<file path="src/rtl/seg_disp_pkg.sv">
`default_nettype none
// ============================================================================
//  Module   : seg_disp_pkg
//  Purpose  : Shared types and constants for the seven-segment display
//             arbiter slice. Holds the owner encoding and the digit geometry.
//  Revision : 1.0 - initial release
// ============================================================================
package seg_disp_pkg;

    localparam int NUM_DIGITS = 8;
    localparam int DIGIT_W    = 3;

    // Who currently drives the display.
    typedef enum logic [1:0] {
        OWN_IDLE = 2'd0,
        OWN_SW   = 2'd1,
        OWN_CPU  = 2'd2
    } owner_e;

endpackage
`default_nettype wire

</file>
<file path="src/rtl/seg_disp_arbiter_if.sv">
`default_nettype none
// ============================================================================
//  Module   : seg_disp_arbiter_if
//  Purpose  : Bundles the requester inputs (CPU store strobe, switch echo)
//             and the display-side outputs of the display arbiter.
//  Ports    : master - requesters / downstream decoder side
//                      drives cpu_wr, cpu_wdata, sw_req, sw_data
//                      sees   disp_value, digit_sel, an, scan_tick, owner,
//                             cpu_hold
//             slave  - arbiter side (mirror of master)
//  Revision : 1.0 - initial release
// ============================================================================
interface seg_disp_arbiter_if
    import seg_disp_pkg::*;
    ();

    logic                  cpu_wr;
    logic [31:0]           cpu_wdata;
    logic                  sw_req;
    logic [15:0]           sw_data;

    logic [31:0]           disp_value;
    logic [DIGIT_W-1:0]    digit_sel;
    logic [NUM_DIGITS-1:0] an;
    logic                  scan_tick;
    logic [1:0]            owner;
    logic                  cpu_hold;

    modport master (
        output cpu_wr, cpu_wdata, sw_req, sw_data,
        input  disp_value, digit_sel, an, scan_tick, owner, cpu_hold
    );

    modport slave (
        input  cpu_wr, cpu_wdata, sw_req, sw_data,
        output disp_value, digit_sel, an, scan_tick, owner, cpu_hold
    );

endinterface
`default_nettype wire

</file>
<file path="src/rtl/seg_scan_timer.sv">
`default_nettype none
// ============================================================================
//  Module   : seg_scan_timer
//  Purpose  : Digit-scan timebase. A prescaler divides clk by SCAN_DIV; each
//             wrap advances the digit counter, which cycles over all digits.
//  Ports    : clk, rst    - clock, synchronous active-high reset
//             scan_tick   - high on the last prescaler count of a slot
//             digit_sel   - current digit index
//             an          - one-hot digit enable (1 << digit_sel)
//             frame_end   - scan_tick on the last digit of the frame
//  Revision : 1.0 - initial release
// ============================================================================
module seg_scan_timer
    import seg_disp_pkg::*;
#(
    parameter int SCAN_DIV = 100000
) (
    input  wire logic                  clk,
    input  wire logic                  rst,
    output logic                       scan_tick,
    output logic [DIGIT_W-1:0]         digit_sel,
    output logic [NUM_DIGITS-1:0]      an,
    output logic                       frame_end
);

    localparam int                  c_presc_w    = $clog2(SCAN_DIV);
    localparam logic [c_presc_w-1:0] c_presc_last = c_presc_w'(SCAN_DIV - 1);
    localparam logic [DIGIT_W-1:0]   c_last_digit = DIGIT_W'(NUM_DIGITS - 1);
    localparam logic [NUM_DIGITS-1:0] c_an_one    = NUM_DIGITS'(1);

    logic [c_presc_w-1:0] r_presc;
    logic [DIGIT_W-1:0]   r_digit;
    logic                 w_wrap;

    assign w_wrap = (r_presc == c_presc_last);

    always_ff @(posedge clk) begin
        if (rst) begin
            r_presc <= '0;
            r_digit <= '0;
        end else if (w_wrap) begin
            r_presc <= '0;
            // NUM_DIGITS is a power of two, so natural overflow is modulo 8.
            r_digit <= r_digit + 1'b1;
        end else begin
            r_presc <= r_presc + 1'b1;
        end
    end

    assign scan_tick = w_wrap;
    assign digit_sel = r_digit;
    assign an        = c_an_one << r_digit;
    assign frame_end = w_wrap && (r_digit == c_last_digit);

endmodule
`default_nettype wire

</file>
<file path="src/rtl/seg_disp_arbiter.sv">
`default_nettype none
// ============================================================================
//  Module   : seg_disp_arbiter
//  Purpose  : Shares the 8-digit seven-segment display between the CPU MMIO
//             store path and the switch-echo path, and produces frame-stable
//             display data plus digit-scan timing for the segment decoder.
//  Ports    : clk            - system clock
//             rst            - synchronous active-high reset
//             bus (slave)    - cpu_wr/cpu_wdata  CPU write strobe and value
//                              sw_req/sw_data    switch request and value
//                              disp_value        value shown this frame
//                              digit_sel/an      digit index / one-hot enable
//                              scan_tick         pulse at each digit advance
//                              owner             0=IDLE 1=SW 2=CPU
//                              cpu_hold          CPU hold counter nonzero
//  Revision : 1.0 - initial release
// ============================================================================
module seg_disp_arbiter
    import seg_disp_pkg::*;
#(
    parameter int SCAN_DIV    = 100000,
    parameter int HOLD_FRAMES = 250
) (
    input  wire logic         clk,
    input  wire logic         rst,
    seg_disp_arbiter_if.slave bus
);

    localparam int                  c_hold_w    = $clog2(HOLD_FRAMES + 1);
    localparam logic [c_hold_w-1:0] c_hold_load = c_hold_w'(HOLD_FRAMES);

    logic                  w_scan_tick;
    logic [DIGIT_W-1:0]    w_digit_sel;
    logic [NUM_DIGITS-1:0] w_an;
    logic                  w_frame_end;

    owner_e                r_owner;
    owner_e                w_owner_nxt;
    logic [c_hold_w-1:0]   r_hold;
    logic [31:0]           r_shadow;
    logic [31:0]           r_disp;
    logic [31:0]           w_disp_src;

    seg_scan_timer #(
        .SCAN_DIV (SCAN_DIV)
    ) u_scan_timer (
        .clk       (clk),
        .rst       (rst),
        .scan_tick (w_scan_tick),
        .digit_sel (w_digit_sel),
        .an        (w_an),
        .frame_end (w_frame_end)
    );

    // Next owner. A CPU write always wins; the CPU only yields at a frame
    // boundary once its hold has fully expired and the switch path is asking.
    always_comb begin
        w_owner_nxt = r_owner;
        case (r_owner)
            OWN_IDLE: begin
                if (bus.cpu_wr)      w_owner_nxt = OWN_CPU;
                else if (bus.sw_req) w_owner_nxt = OWN_SW;
            end
            OWN_SW: begin
                if (bus.cpu_wr)       w_owner_nxt = OWN_CPU;
                else if (!bus.sw_req) w_owner_nxt = OWN_IDLE;
            end
            OWN_CPU: begin
                if (!bus.cpu_wr && w_frame_end && (r_hold == '0) && bus.sw_req)
                    w_owner_nxt = OWN_SW;
            end
            default: w_owner_nxt = OWN_IDLE;
        endcase
    end

    // Frame load source follows the owner after this cycle's transition.
    // A write landing on frame_end is shown immediately (write-through).
    always_comb begin
        w_disp_src = 32'd0;
        case (w_owner_nxt)
            OWN_SW:  w_disp_src = {16'd0, bus.sw_data};
            OWN_CPU: w_disp_src = bus.cpu_wr ? bus.cpu_wdata : r_shadow;
            default: w_disp_src = 32'd0;
        endcase
    end

    always_ff @(posedge clk) begin
        if (rst) begin
            r_owner  <= OWN_IDLE;
            r_hold   <= '0;
            r_shadow <= 32'd0;
            r_disp   <= 32'd0;
        end else begin
            r_owner <= w_owner_nxt;

            // A write reloads the hold; it takes priority over the
            // frame-end decrement, which saturates at zero.
            if (bus.cpu_wr) begin
                r_shadow <= bus.cpu_wdata;
                r_hold   <= c_hold_load;
            end else if (w_frame_end && (r_hold != '0)) begin
                r_hold   <= r_hold - 1'b1;
            end

            if (w_frame_end) begin
                r_disp <= w_disp_src;
            end
        end
    end

    assign bus.disp_value = r_disp;
    assign bus.digit_sel  = w_digit_sel;
    assign bus.an         = w_an;
    assign bus.scan_tick  = w_scan_tick;
    assign bus.owner      = r_owner;
    assign bus.cpu_hold   = (r_hold != '0);

endmodule
`default_nettype wire

</file>
<file path="src/flat_wrapper.sv">
// flat-port wrapper written by rule: the top's interface ports become plain ports
module seg_disp_arbiter_flat import seg_disp_pkg::*;
#(
    parameter int SCAN_DIV    = 100000,
    parameter int HOLD_FRAMES = 250
)
  (clk, rst, bus_cpu_wr, bus_cpu_wdata, bus_sw_req, bus_sw_data, bus_disp_value, bus_digit_sel, bus_an, bus_scan_tick, bus_owner, bus_cpu_hold);
  seg_disp_arbiter_if bus_i ();
  input  wire logic clk;
  input  wire logic rst;
  input wire logic [$bits(bus_i.cpu_wr)-1:0] bus_cpu_wr;
  input wire logic [$bits(bus_i.cpu_wdata)-1:0] bus_cpu_wdata;
  input wire logic [$bits(bus_i.sw_req)-1:0] bus_sw_req;
  input wire logic [$bits(bus_i.sw_data)-1:0] bus_sw_data;
  output wire logic [$bits(bus_i.disp_value)-1:0] bus_disp_value;
  output wire logic [$bits(bus_i.digit_sel)-1:0] bus_digit_sel;
  output wire logic [$bits(bus_i.an)-1:0] bus_an;
  output wire logic [$bits(bus_i.scan_tick)-1:0] bus_scan_tick;
  output wire logic [$bits(bus_i.owner)-1:0] bus_owner;
  output wire logic [$bits(bus_i.cpu_hold)-1:0] bus_cpu_hold;
  assign bus_i.cpu_wr = bus_cpu_wr;
  assign bus_i.cpu_wdata = bus_cpu_wdata;
  assign bus_i.sw_req = bus_sw_req;
  assign bus_i.sw_data = bus_sw_data;
  assign bus_disp_value = bus_i.disp_value;
  assign bus_digit_sel = bus_i.digit_sel;
  assign bus_an = bus_i.an;
  assign bus_scan_tick = bus_i.scan_tick;
  assign bus_owner = bus_i.owner;
  assign bus_cpu_hold = bus_i.cpu_hold;
  seg_disp_arbiter #(.SCAN_DIV(SCAN_DIV), .HOLD_FRAMES(HOLD_FRAMES)) u_core (.clk(clk), .rst(rst), .bus(bus_i));
endmodule
</file>
<file path="config.mk">
export PLATFORM = sky130hd
export DESIGN_NAME = seg_disp_arbiter_flat
export DESIGN_NICKNAME = d
export VERILOG_FILES = /design/src/rtl/seg_disp_pkg.sv /design/src/rtl/seg_disp_arbiter_if.sv /design/src/rtl/seg_scan_timer.sv /design/src/rtl/seg_disp_arbiter.sv /design/src/flat_wrapper.sv
export SDC_FILE = /design/constraint.sdc
export NUM_CORES = 1
export LEC_CHECK = 0
export ABC_AREA = 0
export CAP_MARGIN = 20
export CORE_UTILIZATION = 32
export DETAILED_ROUTE_END_ITERATION = 8
export SETUP_SLACK_MARGIN = 0.1
export SYNTH_ARGS = -nofsm -noshare
export SYNTH_HDL_FRONTEND = slang
export SYNTH_HIERARCHICAL = 1
export SYNTH_SLANG_ARGS = --single-unit
</file>
<file path="constraint.sdc">
create_clock -name clk -period 3.5 [get_ports clk]
set_clock_uncertainty 0.05 [all_clocks]
set_input_delay 0.7 -clock clk [delete_from_list [all_inputs] [get_ports clk]]
set_output_delay 0.7 -clock clk [all_outputs]
set_load 0.03 [all_outputs]
</file>
Yosys cells after proc, flatten, opt, wreduce, memory -nomap -nowiden
Cells that the tools add are included.
{"block": "totals", "out_inout_bits": 47, "inputBits": 52, "register_bits": 94, "wordCells": 39}
{"block": "op_classes", "muxes": 10, "n_reduce_logical": 12, "n_shift": 1, "n_eq_ne": 6, "addsub": 3}
{"op": "32-bit case mux with 2 select lines", "n": 1}
{"op": "32-bit two-way mux", "n": 1}
{"op": "17-bit by 1-bit adder with 17-bit output, second input constant", "n": 1}
{"op": "17-bit equality test, second input constant", "n": 1}
{"op": "8-bit two-way mux", "n": 2}
{"op": "2-bit two-way mux", "n": 5}
{"op": "8-bit zero test", "n": 1}
{"op": "8-bit nonzero test", "n": 1}
{"op": "1-bit by 3-bit << shifter with 8-bit output, first input constant", "n": 1}
{"op": "8-bit by 1-bit subtractor with 8-bit output, second input constant", "n": 1}
{"op": "2-bit case mux with 3 select lines", "n": 1}
{"op": "1-bit logical AND", "n": 5}
{"op": "2-bit by 1-bit equality test with 1-bit output, second input constant", "n": 2}
{"op": "2-bit equality test, second input constant", "n": 2}
{"op": "2-bit OR reduction", "n": 2}
{"op": "3-bit by 1-bit adder with 3-bit output, second input constant", "n": 1}
{"op": "3-bit equality test, second input constant", "n": 1}
{"op": "2-bit zero test", "n": 1}
{"op": "2-bit nonzero test", "n": 1}
{"op": "1-bit zero test", "n": 1}

Depth between registers and ports, before layout
Gate-level depths: netlist of run 1.
{"block": "depth", "depth_word": 9, "ltp_mapped": 14, "ltp_nobuf": 12}

Hierarchy
The synthesis of run 1 kept the hierarchy.
{"module": "seg_disp_arbiter", "seq_area_each_um2": 1481.4, "cells_each": 279, "area_each_um2": 2849.0, "n_inst": 1}
{"module": "seg_scan_timer", "seq_area_each_um2": 400.4, "cells_each": 116, "area_each_um2": 1107.3, "n_inst": 1}

Worst setup path before layout of run 1
Ideal clock, no wire load.
{"block": "synth_path", "path_kind": "register to register", "startpoint": "register u_core.u_scan_timer.r_presc[12]", "endpoint": "register u_core.r_disp[10], in the netlist u_core/bus.disp_value[10]", "setup_time_ns": 0.071, "synth_period_minus_slack_ns": 4.435, "path_slack_ns": -0.935, "arrival_time_ns": 4.314, "path_stages_with_launch": 13, "t_required_ns": 3.379, "path_buffers": 2, "path_cell_list": "dfxtp_1 or4_4 nor4_1 and2_1 or3b_4 o41ai_1 nand2_1 ha_1 and3b_1 clkbuf_1 clkbuf_1 a21oi_1 o2bb2ai_1"}
{"block": "synth_via", "elab_chain_cells": 9, "elab_cells_between_ends": 10, "classes_between": "eq/ne: 3; mux: 3; reduce/logical: 4"}
{"item": "from (decl)", "line_no": "seg_scan_timer.sv:31", "rtl": "logic [c_presc_w-1:0] r_presc;"}
{"item": "from (signal assigned)", "line_no": "seg_scan_timer.sv:46", "rtl": "r_presc <= r_presc + 1'b1;"}
{"item": "17-bit equality test (*)", "line_no": "seg_scan_timer.sv:35", "rtl": "assign w_wrap = (r_presc == c_presc_last);"}
{"item": "via bus_scan_tick", "line_no": "flat_wrapper.sv:18", "rtl": "output wire logic [$bits(bus_i.scan_tick)-1:0] bus_scan_tick;"}
{"item": "1-bit logical AND (*)", "line_no": "seg_scan_timer.sv:53", "rtl": "assign frame_end = w_wrap && (r_digit == c_last_digit);"}
{"item": "via u_core.w_frame_end", "line_no": "seg_disp_arbiter.sv:35", "rtl": "logic w_frame_end;"}
{"item": "1-bit logical AND (3 in a row)", "line_no": "seg_disp_arbiter.sv:69", "rtl": "if (!bus.cpu_wr && w_frame_end && (r_hold == '0) && bus.sw_req)"}
{"item": "2-bit two-way mux", "line_no": "seg_disp_arbiter.sv:69"}
{"item": "2-bit case mux with 3 select lines", "line_no": "seg_disp_arbiter.sv:59", "rtl": "case (r_owner)"}
{"item": "2-bit equality test or 2-bit by 1-bit equality test with 1-bit output (tied branches)", "line_no": "seg_disp_arbiter.sv:80", "rtl": "case (w_owner_nxt)"}
{"item": "32-bit case mux with 2 select lines", "line_no": "seg_disp_arbiter.sv:80"}
{"item": "to (signal assigned)", "line_no": "seg_disp_arbiter.sv:106", "rtl": "r_disp <= w_disp_src;"}
{"item": "to (decl)", "line_no": "seg_disp_arbiter.sv:41", "rtl": "logic [31:0] r_disp;"}
Mark *: on every way through the listed nets, which the timed path passes. The rest lies on a longest branch.
A chain may end at the register's enable or synchronous reset.

Worst setup path in the final report of run 1
{"block": "layout_path", "startpoint": "register u_core.u_scan_timer.r_presc[0]", "endpoint": "register u_core.r_disp[3], in the netlist u_core/bus.disp_value[3]"}
{"block": "layout_via", "elab_chain_cells": 9, "elab_cells_between_ends": 10, "classes_between": "eq/ne: 3; mux: 3; reduce/logical: 4"}
{"item": "17-bit equality test (*)", "line_no": "seg_scan_timer.sv:35"}
{"item": "1-bit logical AND (*)", "line_no": "seg_scan_timer.sv:53"}
{"item": "via u_core.w_frame_end", "line_no": "seg_disp_arbiter.sv:35"}
{"item": "1-bit logical AND (3 in a row)", "line_no": "seg_disp_arbiter.sv:69"}
{"item": "2-bit two-way mux", "line_no": "seg_disp_arbiter.sv:69"}
{"item": "2-bit case mux with 3 select lines", "line_no": "seg_disp_arbiter.sv:59"}
{"item": "2-bit equality test or 2-bit by 1-bit equality test with 1-bit output (tied branches)", "line_no": "seg_disp_arbiter.sv:80"}
{"item": "32-bit case mux with 2 select lines", "line_no": "seg_disp_arbiter.sv:80"}
Marks and branches as above.

==> impl_metrics.py, run 1 <==
metrics = {
    "run_status": {
        "status": "complete, no violations",
    },
    "synthesis": {
        "synth-seq-cells": 94,
        "synth_ff_type": "dfxtp_1",
        "synth_area_um2": 3960,
        "yosysUniqueCellTypes": 50,
        "ys_seq_area_share_pct": 47.6,
        "netlist_instances": 395,
        "synth_edf_count": 0,
        "syn_nets": 458,
        "synth_area_per_cell_um2": 10.0,
        "ys_warn_count": 6,
        "async_reset_ff_share_pct": 0,
    },
    "hold_path": {
        "min_to": "u_core/bus.disp_value[23]",
        "worstHoldPathType": "reg2reg",
        "worstHoldStart": "u_core/bus.disp_value[23]",
        "hold_path_depth": 1,
    },
    "timing": {
        "fmax_mhz": 311,
        "finalCriticalPeriod_ns": 3.22,
        "max_slew_margin_pct": 51.9,
        "finalHoldViolCount": 0,
        "layout_setup_ws_ns": 0.280,
        "maxSlewViolCount": 0,
        "hold_ws_ns": 0.427,
        "fin_crit_sh_pct": 92.0,
        "timing.setup.tns_ns": 0,
        "worst_slew_pin_slew_ns": 0.722,
        "rsz0062_at_grt": "false",
        "setup_viol": 0,
    },
    "floorplan": {
        "pin_count": 99,
        "dieArea_um2": 12800,
        "coreArea_um2": 12000,
        "die-width_um": 113,
        "initial_utilization_pct": 32.9,
        "die_y_um": 113,
        "rows": 40,
    },
    "clock_network": {
        "ctsRootBufferMaster": "clkbuf_16",
        "cts-resized-gates": 0,
        "cts_hold_buf": 0,
        "clkTransAtPathRegs_ns": 0.07,
        "h-tree-depth": 3,
        "cts_setup_buffers": 0,
        "clk_latency_ns": 0.33,
        "cts_tree": "done",
        "cts_buffers": 9,
        "clockBufferDepth": 2,
        "cts_sinks": 94,
    },
    "drt": {
        "via_per_inst": 4.86,
        "dr.pass1.iters": 4,
        "wl_mm": 9.09,
        "via_count": 3103,
        "wl_per_cell_um": 14.2,
        "ant_nets": 0,
        "drc": 0,
        "drt_iter0_drc": 72,
    },
    "critical_path": {
        "path_cells": "ha_2 -> nand4_4 -> nor4_4 -> and2_4 -> or3b_4 -> o41ai_2 -> nand2_1 -> ha_1 -> and3b_2 -> buf_12 -> a21oi_1 -> o2bb2ai_1",
        "cp-end-kind": "register",
        "r2r_slack_ns": 0.28,
        "start_kind": "register",
        "critPathArrivalTime_ns": 3.37,
        "r2r-start": "u_core/u_scan_timer/r_presc[0]",
        "worstSetupStartpoint": "u_core/u_scan_timer/r_presc[0]",
        "worstPathRequired_ns": 3.65,
        "r2r_cells": 12,
        "critical_path_class": "reg2reg",
        "max_stage_delay_ns": 0.41,
        "r2r_end": "u_core/bus.disp_value[3]",
        "critPathMaxFanout": 8,
        "cpMaxStageDelayCell": "dfxtp_1",
    },
    "final_layout": {
        "drive_gt1_share_pct": 12.8,
        "design_area_um2": 5450,
        "fin_nets": 550,
        "final_cell_mix": "95 x clkdlybuf4s50_1, 92 x dfxtp_1, 52 x nor2_1, 35 x mux2i_1, 21 x nor2b_1",
        "final_common_cell": "clkdlybuf4s50_1",
        "fin_cells": 639,
        "utilization_pct": 45.4,
        "n_antenna_cell": 0,
        "area_growth_pct": 37.8,
    },
    "pwr": {
        "p_int_mw": 1.70,
        "p_per_area_nw_per_um2": 403,
        "power.switching_mw": 0.499,
        "power.share.sequential_pct": 50.8,
        "pwr-share-clk_pct": 41.0,
        "power.total_mw": 2.20,
        "power.share.switching_pct": 22.7,
        "leakage_nw": 2.05,
        "combPwrFrac_pct": 8.1,
        "ir_drop_v": 0.000241,
    },
    "placed_design": {
        "place_congestion": 0.804,
        "dpl.hpwl_mm": 6.09,
        "dp_cells": 622,
        "portBuffers": 98,
        "place_area_um2": 5130,
        "pre_cts_slack_ns": 0.211,
    },
    "global_route": {
        "grt_start_max_net_pins": 49,
        "gr-total-overflow": 0,
        "grt_pass1_wl_mm": 14.5,
        "grt_usage_pct": 14.0,
        "grt_pass1_vias": 2964,
        "antenna_found_initial": 0,
    },
    "run": {
        "drv_cap": 0,
    },
}
layer usage:
metal	up-vias	share of wire, %	track usage, %
met5	-	0	0
met4	0	0.37	2.72
met3	4	4.9	3.70
met2	69	48	23.9
met1	1464	47	17.8
li1	1566	-	-
power groups by stage:
| stage | Clock (mW) | Combinational [mW] | Sequential [mW] |
|---|---|---|---|
| final | 0.902 | 0.179 | 1.12 |
| after global routing | 0.970 | 0.196 | 1.12 |
| after CTS | 0.937 | 0.179 | 1.12 |
| after detailed placement | 0 | 0.178 | 1.14 |
| after global placement | 0 | 0.175 | 1.14 |
| after floorplan | 0 | 0.0954 | 1.14 |
state kept, by name, indices dropped and copies added, names as in the netlist:
register	cells
u_core/u_scan_timer/digit_sel	3
u_core/r_shadow	32
u_core/bus.owner	2
u_core/r_hold	8
u_core/u_scan_timer/r_presc	17
u_core/bus.disp_value	32
synth_stat cells (2+ instances only):
| cell | n | area (µm²) |
|---|---|---|
| o2bb2ai_1 | 16 | 140 |
| nor3_1 | 5 | 25.0 |
| and3b_1 | 2 | 17.5 |
| a21oi_1 | 23 | 115 |
| o2111ai_1 | 2 | 17.5 |
| xor2_1 | 6 | 52.6 |
| xnor2_1 | 12 | 105 |
| inv_1 | 12 | 45.0 |
| and2_1 | 4 | 25.0 |
| nand3_1 | 6 | 30.0 |
| nand4_1 | 4 | 25.0 |
| dfxtp_1 | 94 | 1880 |
| clkbuf_1 | 19 | 71.3 |
| nand2_1 | 6 | 22.5 |
| nor2_2 | 10 | 62.6 |
| buf_2 | 3 | 15.0 |
| o41ai_1 | 2 | 17.5 |
| mux2i_1 | 35 | 350 |
| nor4_1 | 7 | 43.8 |
| nor2b_1 | 21 | 131 |
| ha_1 | 11 | 138 |
| nor2_1 | 52 | 195 |
| a22o_1 | 16 | 140 |
worst max-delay path, delay by kind of cell, from the launching register on:
kind                     cells  cell delay [ns]
buffers and inverters        1             0.15
AO/OA/AOI/OAI                3             0.46
AND/OR/NAND/NOR              6             1.45
adder cells (fa/ha/maj)      2             0.58
flip-flops                   1             0.41
cell families after synthesis:
family                   count (synthesis)  synth area share (%)
AO/OA/AOI/OAI                           67                  12.6
adder cells (fa/ha/maj)                 11                  3.48
XOR/XNOR                                18                  3.98
flip-flops                              94                  47.6
buffers and inverters                   36                  4.11
AND/OR/NAND/NOR                        134                  19.5
multiplexers                            35                  8.86
cell type report:
type | instances | area, µm²
clock buffer | 12 | 246
clock inverter | 4 | 30.0
fill | 1162 | 6560
inverter | 12 | 45.0
multi-input combinational | 265 | 1990
sequential | 94 | 1880
tap | 147 | 184
timing repair buffer | 105 | 1070
worst max-delay path by stage:
stage,end,slack (ns),cells past startpoint
6_report,u_core/bus.disp_value[3],0.28,12
5_1_grt,u_core/bus.disp_value[0],0.07,12
3_5_place_dp,u_core/bus.disp_value[2],0.21,12
2_1_floorplan,u_core/bus.disp_value[10],-0.02,13
4_1_cts,bus_cpu_hold,0.14,5
3_3_place_gp,u_core/bus.disp_value[1],0.33,12
Note: power is estimated with default switching activity, not from simulation.
==> run 2: changes to the inputs <==
--- a/config.mk
+++ b/config.mk
@@ -7,7 +7,7 @@
 export LEC_CHECK = 0
 export ABC_AREA = 0
 export CAP_MARGIN = 20
-export CORE_UTILIZATION = 32
+export CORE_UTILIZATION = 30
 export DETAILED_ROUTE_END_ITERATION = 8
 export SETUP_SLACK_MARGIN = 0.1
 export SYNTH_ARGS = -nofsm -noshare
==> run 2 against run 1 <==
  * Utilization shrank 2.0 points
  * Maximum frequency shrank 2.6%
  * Worst hold slack gained 0.0087 ns
  * Largest power group unchanged
  * Highest routed layer unchanged
==> impl_metrics.py, run 2 (same netlist as run 1, synthesis figures left out) <==
metrics = {
    "run_status": {
        "status": "complete, no violations",
    },
    "floorplan": {
        "coreArea_um2": 12700,
        "die_y_um": 117,
        "dieArea_um2": 13700,
        "rows": 41,
        "initial_utilization_pct": 31.1,
        "die-width_um": 117,
        "pin_count": 99,
    },
    "timing": {
        "maxSlewViolCount": 0,
        "fmax_mhz": 303,
        "worst_slew_pin_slew_ns": 0.730,
        "finalHoldViolCount": 0,
        "max_slew_margin_pct": 51.3,
        "finalCriticalPeriod_ns": 3.31,
        "rsz0062_at_grt": "false",
        "timing.setup.tns_ns": 0,
        "layout_setup_ws_ns": 0.195,
        "setup_viol": 0,
        "fin_crit_sh_pct": 94.4,
    },
    "hold_path": {
        "hold_path_depth": 1,
        "min_to": "u_core/bus.disp_value[30]",
        "worstHoldStart": "u_core/bus.disp_value[30]",
        "worstHoldPathType": "reg2reg",
    },
    "critical_path": {
        "critPathMaxFanout": 16,
        "r2r-start": "u_core/u_scan_timer/r_presc[6]",
        "r2r_cells": 11,
        "r2r_slack_ns": 0.19,
        "critPathArrivalTime_ns": 3.48,
        "r2r_end": "u_core/bus.disp_value[3]",
        "critical_path_class": "reg2reg",
        "start_kind": "register",
        "worstPathRequired_ns": 3.67,
        "cp-end-kind": "register",
    },
    "clock_network": {
        "clkTransAtPathRegs_ns": 0.06,
        "clk_latency_ns": 0.34,
        "cts_tree": "done",
        "cts_buffers": 9,
        "clockBufferDepth": 2,
        "ctsRootBufferMaster": "clkbuf_16",
        "h-tree-depth": 3,
        "cts_sinks": 94,
    },
    "drt": {
        "drt_iter0_drc": 127,
        "wl_per_cell_um": 14.4,
        "via_per_inst": 4.73,
        "ant_nets": 0,
        "dr.pass1.iters": 4,
        "via_count": 3155,
        "wl_mm": 9.60,
        "drc": 0,
    },
    "placed_design": {
        "pre_cts_slack_ns": 0.224,
        "dpl.hpwl_mm": 6.59,
        "place_area_um2": 5170,
        "portBuffers": 98,
        "place_congestion": 0.814,
    },
    "final_layout": {
        "fin_nets": 553,
        "final_common_cell": "clkdlybuf4s50_1",
        "n_antenna_cell": 0,
        "area_growth_pct": 39.4,
        "drive_gt1_share_pct": 13.3,
        "design_area_um2": 5520,
        "final_cell_mix": "95 x clkdlybuf4s50_1, 92 x dfxtp_1, 52 x nor2_1, 35 x mux2i_1, 21 x nor2b_1",
    },
    "global_route": {
        "grt_pass1_wl_mm": 14.9,
        "grt_pass1_vias": 3073,
        "grt_start_max_net_pins": 39,
        "grt_usage_pct": 14.2,
        "gr-total-overflow": 0,
        "antenna_found_initial": 0,
    },
    "pwr": {
        "leakage_nw": 2.08,
        "ir_drop_v": 0.000230,
        "p_per_area_nw_per_um2": 424,
        "power.total_mw": 2.34,
    },
    "run": {
        "drv_cap": 0,
    },
}
run 2: repair_timing:
action / in CTS / in global routing
cloned: 0 / 0
buffers inserted: 0 / 2
setup endpoints to repair: 1 / 8
pin swaps: 0 / 2
resized for setup: 1 / 5
hold buffers: 0 / 0
run 2: worst max-delay path by stage:
stage / start / endpoint / slack (ns)
finish: u_core/u_scan_timer/r_presc[6] / u_core/bus.disp_value[3] / 0.19
global route: u_core/u_scan_timer/r_presc[6] / u_core/bus.disp_value[2] / 0.1
CTS: u_core/u_scan_timer/r_presc[8] / u_core/bus.disp_value[4] / 0.20
detailed placement: u_core/u_scan_timer/r_presc[8] / u_core/bus.disp_value[4] / 0.22
global placement: u_core/u_scan_timer/r_presc[6] / u_core/bus.disp_value[0] / 0.33
floorplan: u_core/u_scan_timer/r_presc[6] / u_core/bus.disp_value[10] / -0.02
run 2: final cells by class:
cell class,count,area (µm²)
inverter,12,45.0
clock buffer,12,246
fill,1253,7210
sequential,94,1880
multi-input combinational,265,2000
clock inverter,4,70.1
tap,172,215
timing repair buffer,108,1060
run 2: stage by stage:
stage          hold slack (ns)  std cells  utilization, %
3_5_place_dp             0.416        649            40.6
3_3_place_gp             0.416        649            40.6
5_1_grt                  0.456        667            43.4
2_1_floorplan            0.399        395               -
4_1_cts                  0.435        665            43.1
6_report                 0.436        667            43.4
run 2: layer usage:
metal	GRT usage (%)	part of all wire [%]
met1	17.6	45
met3	4.38	5.8
met2	22.8	47
met4	6.16	1.5
met5	0	0
run 2: critical path, stage by stage, from the launching register on:
cell       delay, ns
dfxtp_2         0.34
or4_4           0.57
nor4_4          0.30
and2_4          0.18
or3b_4          0.42
o41ai_4         0.24
nand2_1         0.14
ha_1            0.30
and3b_2         0.22
buf_12          0.16
a21oi_1         0.16
o2bb2ai_1       0.08
run 2: where the power goes:
group / switching (mW) / internal (mW)
sequential: 0.0162 / 1.10
combinational: 0.0883 / 0.0946
clock: 0.398 / 0.644
